--- src/rtl/regfile_pkg.sv ---
// Shared definitions for the parametrised register file: clear-FSM state
// encodings and the address-width helper.
package regfile_pkg;

  localparam logic [1:0] ST_IDLE  = 2'd0;
  localparam logic [1:0] ST_CLEAR = 2'd1;
  localparam logic [1:0] ST_DONE  = 2'd2;

  // Address width for n entries, never below one bit.
  function automatic int addr_w(input int n);
    return (n < 2) ? 1 : $clog2(n);
  endfunction

endpackage

--- src/rtl/regfile_clear_fsm.sv ---
// Bulk-clear sequencer: walks every register index once, one per cycle,
// then pulses clr_done for a single cycle.
module regfile_clear_fsm
  import regfile_pkg::*;
#(
  parameter int NUM_REGS = 16,
  localparam int ADDR_W  = addr_w(NUM_REGS)
) (
  input  logic              clk,
  input  logic              rst,
  input  logic              clr_req,
  output logic              clr_busy,
  output logic              clr_done,
  output logic              clr_we,
  output logic [ADDR_W-1:0] clr_idx
);

  logic [1:0]        state;
  logic [ADDR_W-1:0] idx;

  always_ff @(posedge clk) begin
    if (!rst) begin
      state <= ST_IDLE;
      idx   <= '0;
    end else begin
      case (state)
        ST_IDLE: begin
          if (clr_req) begin
            state <= ST_CLEAR;
            idx   <= '0;
          end
        end
        ST_CLEAR: begin
          if (idx == ADDR_W'(NUM_REGS - 1)) begin
            state <= ST_DONE;
            idx   <= '0;
          end else begin
            idx <= idx + 1'b1;
          end
        end
        ST_DONE: state <= ST_IDLE;
        default: begin
          state <= ST_IDLE;
          idx   <= '0;
        end
      endcase
    end
  end

  assign clr_busy = (state == ST_CLEAR);
  assign clr_done = (state == ST_DONE);
  assign clr_we   = clr_busy;
  assign clr_idx  = idx;

endmodule

--- src/rtl/regfile_param.sv ---
// Decode-stage register file: one write port, two combinational read ports,
// optional write bypass, optional hardwired-zero r0 and a bulk-clear engine.
module regfile_param
  import regfile_pkg::*;
#(
  parameter int DATA_W   = 16,
  parameter int NUM_REGS = 16,
  parameter int ADDR_W   = addr_w(NUM_REGS),
  parameter int BYPASS   = 1,
  parameter int ZERO_REG = 0
) (
  input  logic              clk,
  input  logic              rst,
  input  logic              wr_en,
  input  logic [ADDR_W-1:0] wr_addr,
  input  logic [DATA_W-1:0] wr_data,
  output logic              wr_ready,
  input  logic [ADDR_W-1:0] rd_addr1,
  output logic [DATA_W-1:0] rd_data1,
  input  logic [ADDR_W-1:0] rd_addr2,
  output logic [DATA_W-1:0] rd_data2,
  input  logic              clr_req,
  output logic              clr_busy,
  output logic              clr_done
);

  logic [DATA_W-1:0] mem [NUM_REGS];
  logic              clr_we;
  logic [ADDR_W-1:0] clr_idx;
  logic              user_we;

  regfile_clear_fsm #(.NUM_REGS(NUM_REGS)) u_clear (
    .clk      (clk),
    .rst      (rst),
    .clr_req  (clr_req),
    .clr_busy (clr_busy),
    .clr_done (clr_done),
    .clr_we   (clr_we),
    .clr_idx  (clr_idx)
  );

  assign wr_ready = !clr_busy;
  // Dropped r0 writes are masked here so they neither store nor bypass.
  assign user_we  = wr_en && wr_ready && !((ZERO_REG != 0) && (wr_addr == '0));

  always_ff @(posedge clk) begin
    if (!rst) begin
      mem <= '{default: '0};
    end else if (clr_we) begin
      mem[clr_idx] <= '0;
    end else if (user_we) begin
      mem[wr_addr] <= wr_data;
    end
  end

  always_comb begin
    rd_data1 = mem[rd_addr1];
    if ((BYPASS != 0) && user_we && (wr_addr == rd_addr1)) rd_data1 = wr_data;
    if ((ZERO_REG != 0) && (rd_addr1 == '0)) rd_data1 = '0;
  end

  always_comb begin
    rd_data2 = mem[rd_addr2];
    if ((BYPASS != 0) && user_we && (wr_addr == rd_addr2)) rd_data2 = wr_data;
    if ((ZERO_REG != 0) && (rd_addr2 == '0)) rd_data2 = '0;
  end

endmodule
--- config.mk ---
export PLATFORM = sky130hd
export DESIGN_NAME = regfile_param
export DESIGN_NICKNAME = d
export VERILOG_FILES = /design/src/rtl/regfile_pkg.sv /design/src/rtl/regfile_clear_fsm.sv /design/src/rtl/regfile_param.sv
export SDC_FILE = /design/constraint.sdc
export NUM_CORES = 1
export LEC_CHECK = 0
export BUFFER_PORTS_ARGS = -buffer_cell sky130_fd_sc_hd__buf_2
export CAP_MARGIN = 10
export CORE_ASPECT_RATIO = 1.1
export CORE_MARGIN = 2
export CORE_UTILIZATION = 25
export CTS_CLUSTER_DIAMETER = 150
export CTS_CLUSTER_SIZE = 24
export DETAILED_ROUTE_END_ITERATION = 8
export GPL_ROUTABILITY_DRIVEN = 0
export MAX_ROUTING_LAYER = met4
export PLACE_DENSITY = 0.43
export SETUP_SLACK_MARGIN = 0.15
export SYNTH_ARGS = -nofsm -noshare
export SYNTH_HDL_FRONTEND = slang
export SYNTH_SLANG_ARGS = --single-unit
--- constraint.sdc ---
create_clock -name clk -period 2.8 [get_ports clk]
set_input_delay 0.7 -clock clk [delete_from_list [all_inputs] [get_ports clk]]
set_output_delay 0.7 -clock clk [all_outputs]
set_load 0.01 [all_outputs]
==> results.toml <==
[critical_path]
cp.required_ns = 2.10
cp_num_buf_inv = 5
cp_slowest_stage_delay_ns = 0.35
reg2reg_setup_slack_ns = 0.84
cp.depth = 9
worstPathArrival_ns = 2.42
cp_cell_sequence = "buf_16 -> buf_12 -> xnor2_4 -> nand3_2 -> nor4_4 -> buf_4 -> buf_12 -> mux2_4 -> buf_6"
crit_family = "buffers and inverters"
end_kind = "output port"
crit_path_frequent_cell = "buf_12"
worst-setup-path-type = "input port to output port"
r2r_start = "u_clear.state[1]"
r2r-end = "mem[61]"
slowest_stage = "nor4_4"
startpoint_type = "input port"
reg2reg_depth = 6
crit_fanout = 7

[run]
cap_violations = 0

[yosys]
synth-simple-area-share_pct = 10.5
synth_top_family_by_area = "multiplexers"
synth-async-reset-ratio_pct = 0
ys_seq_elements = 262
ys_types = 37
synth_warnings = 0
ys_seq_area_share_pct = 33.8
synthCells = 1598
synth_ff_type = "dfxtp_1"
synth_compound_area_share_pct = 21.0
syn_avg_cell_area_sq_um = 9.72
synth_xor_area_share_pct = 0.508
synthesis.nets = 1634
synth_edf_count = 0
synth.cell_area_sq_mm = 0.0155
synthMuxAreaShare_pct = 27.1
yosys.area_share.adder_pct = 0.322

[floorplanning]
core_sq_mm = 0.0612
start_util_pct = 25.4
die_x_um = 242
io_pins = 67
dieArea_sq_mm = 0.0641
rows = 95
die_h_um = 265

[global_route]
grt_max_degree = 77
grt_antenna_before_repair = 5
grt_overflow = 0
grt_pass1_wl_um = 105000
grt_usage_pct = 22.6
grt_pass1_vias = 14451

[power_and_ir_drop]
p_int_mw = 5.30
power_density_mw_per_mm2 = 393
p_leak_nw = 6.20
clkPwrFrac_pct = 31.4
p_comb_share_pct = 18.4
ir_drop_mv = 0.343
power.switching_mw = 2.26
switching_share_pct = 29.9
seq_power_share_pct = 50.2

[clock_network]
cts_num_sinks = 262
clockBufferDepth = 3
clkLatencyLatePin_ns = 0.53
tritoncts = "built"
cts_made_buffers = 14
cts.clk_slew.worst_paths_ns = 0.11
clockRootBuffer = "clkbuf_16"
htreeDepth = 1

[finish]
fin_cells = 2458
fillers = 6225
fin_nets = 1665
syn_to_final_growth_pct = 23.8
drive_above_1_share_pct = 28.7

[hold_path]
min_path_type = "input port to register"
whs_path_depth = 3
min_to = "u_clear.state[0]"
hold_start = "clr_req"

[placement]
hpwl_um = 41300
portBuffers = 66
dp_cells = 2391

[detailed_routing]
drc = 0
antenna_left = 0
drt_iter0_markers = 1462
routedWlPerCell_um = 29.4
routed_wl_um = 72200
viasPerCell = 5.93
num_vias = 14570
drt_pass1_iterations = 5

[timing]
clock.fmax_mhz = 320
finalCritPeriodShare_pct = 112
worst_clock_skew_ns = 0.0242
drv_slew = 0
worst_pin_slew_ns = 0.577
finalHoldViolCount = 0
setup_viol = 32
rsz0062_at_grt = "true"
max_slew_margin_pct = 61.4
worst_slack_ns = -0.322
tns_ns = -8.90
period_minus_slack_ns = 3.12

[outcome]
violations = "setup timing"
status = "finished, violations left"
[timing repair]
item                                    in CTS  in global routing
gates cloned                                 9                  1
pin swaps                                    4                  2
setup buffers                               24                 12
gates resized for setup                    107                 23
hold buffers                                 0                  0
endpoints found under the setup margin      32                 32
[power groups by stage]
stage | sequential (mW) | combinational [mW] | clock (mW)
detailed placement | 3.88 | 1.20 | 0
global route | 3.80 | 1.43 | 2.52
CTS | 3.79 | 1.35 | 2.44
finish | 3.79 | 1.39 | 2.38
global placement | 3.88 | 1.20 | 0
floorplan | 3.87 | 0.691 | 0
[per-stage QoR]
step / total power [mW] / cell area (sq um) / setup WS (ns) / utilization, % / hold WS, ns
after floorplan: 4.56 / 15700 / 0.0851 / - / 0.475
after global placement: 5.08 / 17600 / -0.462 / 28.8 / 0.482
after detailed placement: 5.08 / 17600 / -0.438 / 28.8 / 0.494
after CTS: 7.58 / 19000 / -0.298 / 31.0 / 0.426
after global routing: 7.76 / 19200 / -0.369 / 31.4 / 0.468
final: 7.56 / 19200 / -0.322 / 31.4 / 0.434
[cell usage after synthesis, types with 2 or more instances]
master,number,share of area (%)
a21oi_1,259,8.3
buf_2,53,1.7
o211ai_1,256,12
buf_1,13,0.31
nand2b_1,3,0.12
nand4_2,4,0.32
nor4_4,2,0.27
mux2_1,4,0.29
dfxtp_1,262,34
clkbuf_1,150,3.6
nor2b_1,2,0.081
and4_1,4,0.23
mux2_2,28,2.0
a22oi_1,2,0.097
inv_1,6,0.15
buf_4,3,0.15
and4bb_2,2,0.16
xnor2_1,2,0.11
nand2_1,18,0.44
and3_1,2,0.081
buf_6,12,0.87
nand3_1,259,8.3
nor2_1,7,0.17
mux2i_1,96,6.2
xor2_1,7,0.39
ha_1,4,0.32
mux4_2,128,19
[placed cells by master (no fill, tap or decap), drive strengths merged, types with 5 or more instances in the layout]
master / n
a21oi: 259
buf: 243
clkbuf: 18
dfxtp: 262
diode: 5
inv: 7
mux2: 32
mux2i: 96
mux4: 128
nand2: 18
nand3: 259
nor2: 7
o211ai: 256
xor2: 7
[registers in the layout (all words and copies together), names as in the netlist]
name and cells:
u_clear.clr_idx 4, mem 256, u_clear.state 2
[per-layer routing]
| metal | share of wire (%) | wire, um | vias up | GRT usage, % |
|---|---|---|---|---|
| met5 | 0 | 0 | - | - |
| met4 | 5.3 | 3820 | 0 | 11.1 |
| met3 | 5.8 | 4180 | 172 | 1.78 |
| met2 | 48 | 35000 | 696 | 37.8 |
| met1 | 40 | 29200 | 7426 | 27.6 |
| li1 | - | - | 6276 | - |
[logic make-up after synthesis]
logic type	Yosys count
xor gates and xnor gates	9
adders and majority gates	4
muxes	256
buffers and inverters	238
AOI/OAI and AO/OA	521
DFF	262
and+or+nand+nor	308
[tightest hold or removal path, delay by kind of cell]
kind	cells	cell delay, ns
buf+inv	1	0.10
simple gates	1	0.07
compound gates	1	0.06
[cell type report]
type / instances / area (sq um) / area share [%]
flip-flops and latches: 262 / 5250 / 27.3
repair buffers: 246 / 2970 / 15.4
inverters: 7 / 33.8 / 0.176
well taps: 824 / 1030 / 5.36
clock buffers: 16 / 389 / 2.02
multi-input cells: 1098 / 9540 / 49.6
diodes: 5 / 12.5 / 0.0651
[how the worst max path moves through the flow]
stage,from,end,slack (ns)
after global routing,rd_addr2[3],rd_data2[5],-0.37
final,rd_addr2[0],rd_data2[5],-0.32
after floorplan,rd_addr1[2],rd_data1[10],0.09
after CTS,rd_addr2[3],rd_data2[14],-0.30
after global placement,rd_addr1[0],rd_data1[1],-0.46
after detailed placement,rd_addr1[0],rd_data1[1],-0.44
Power figures use the tool's default switching activity.
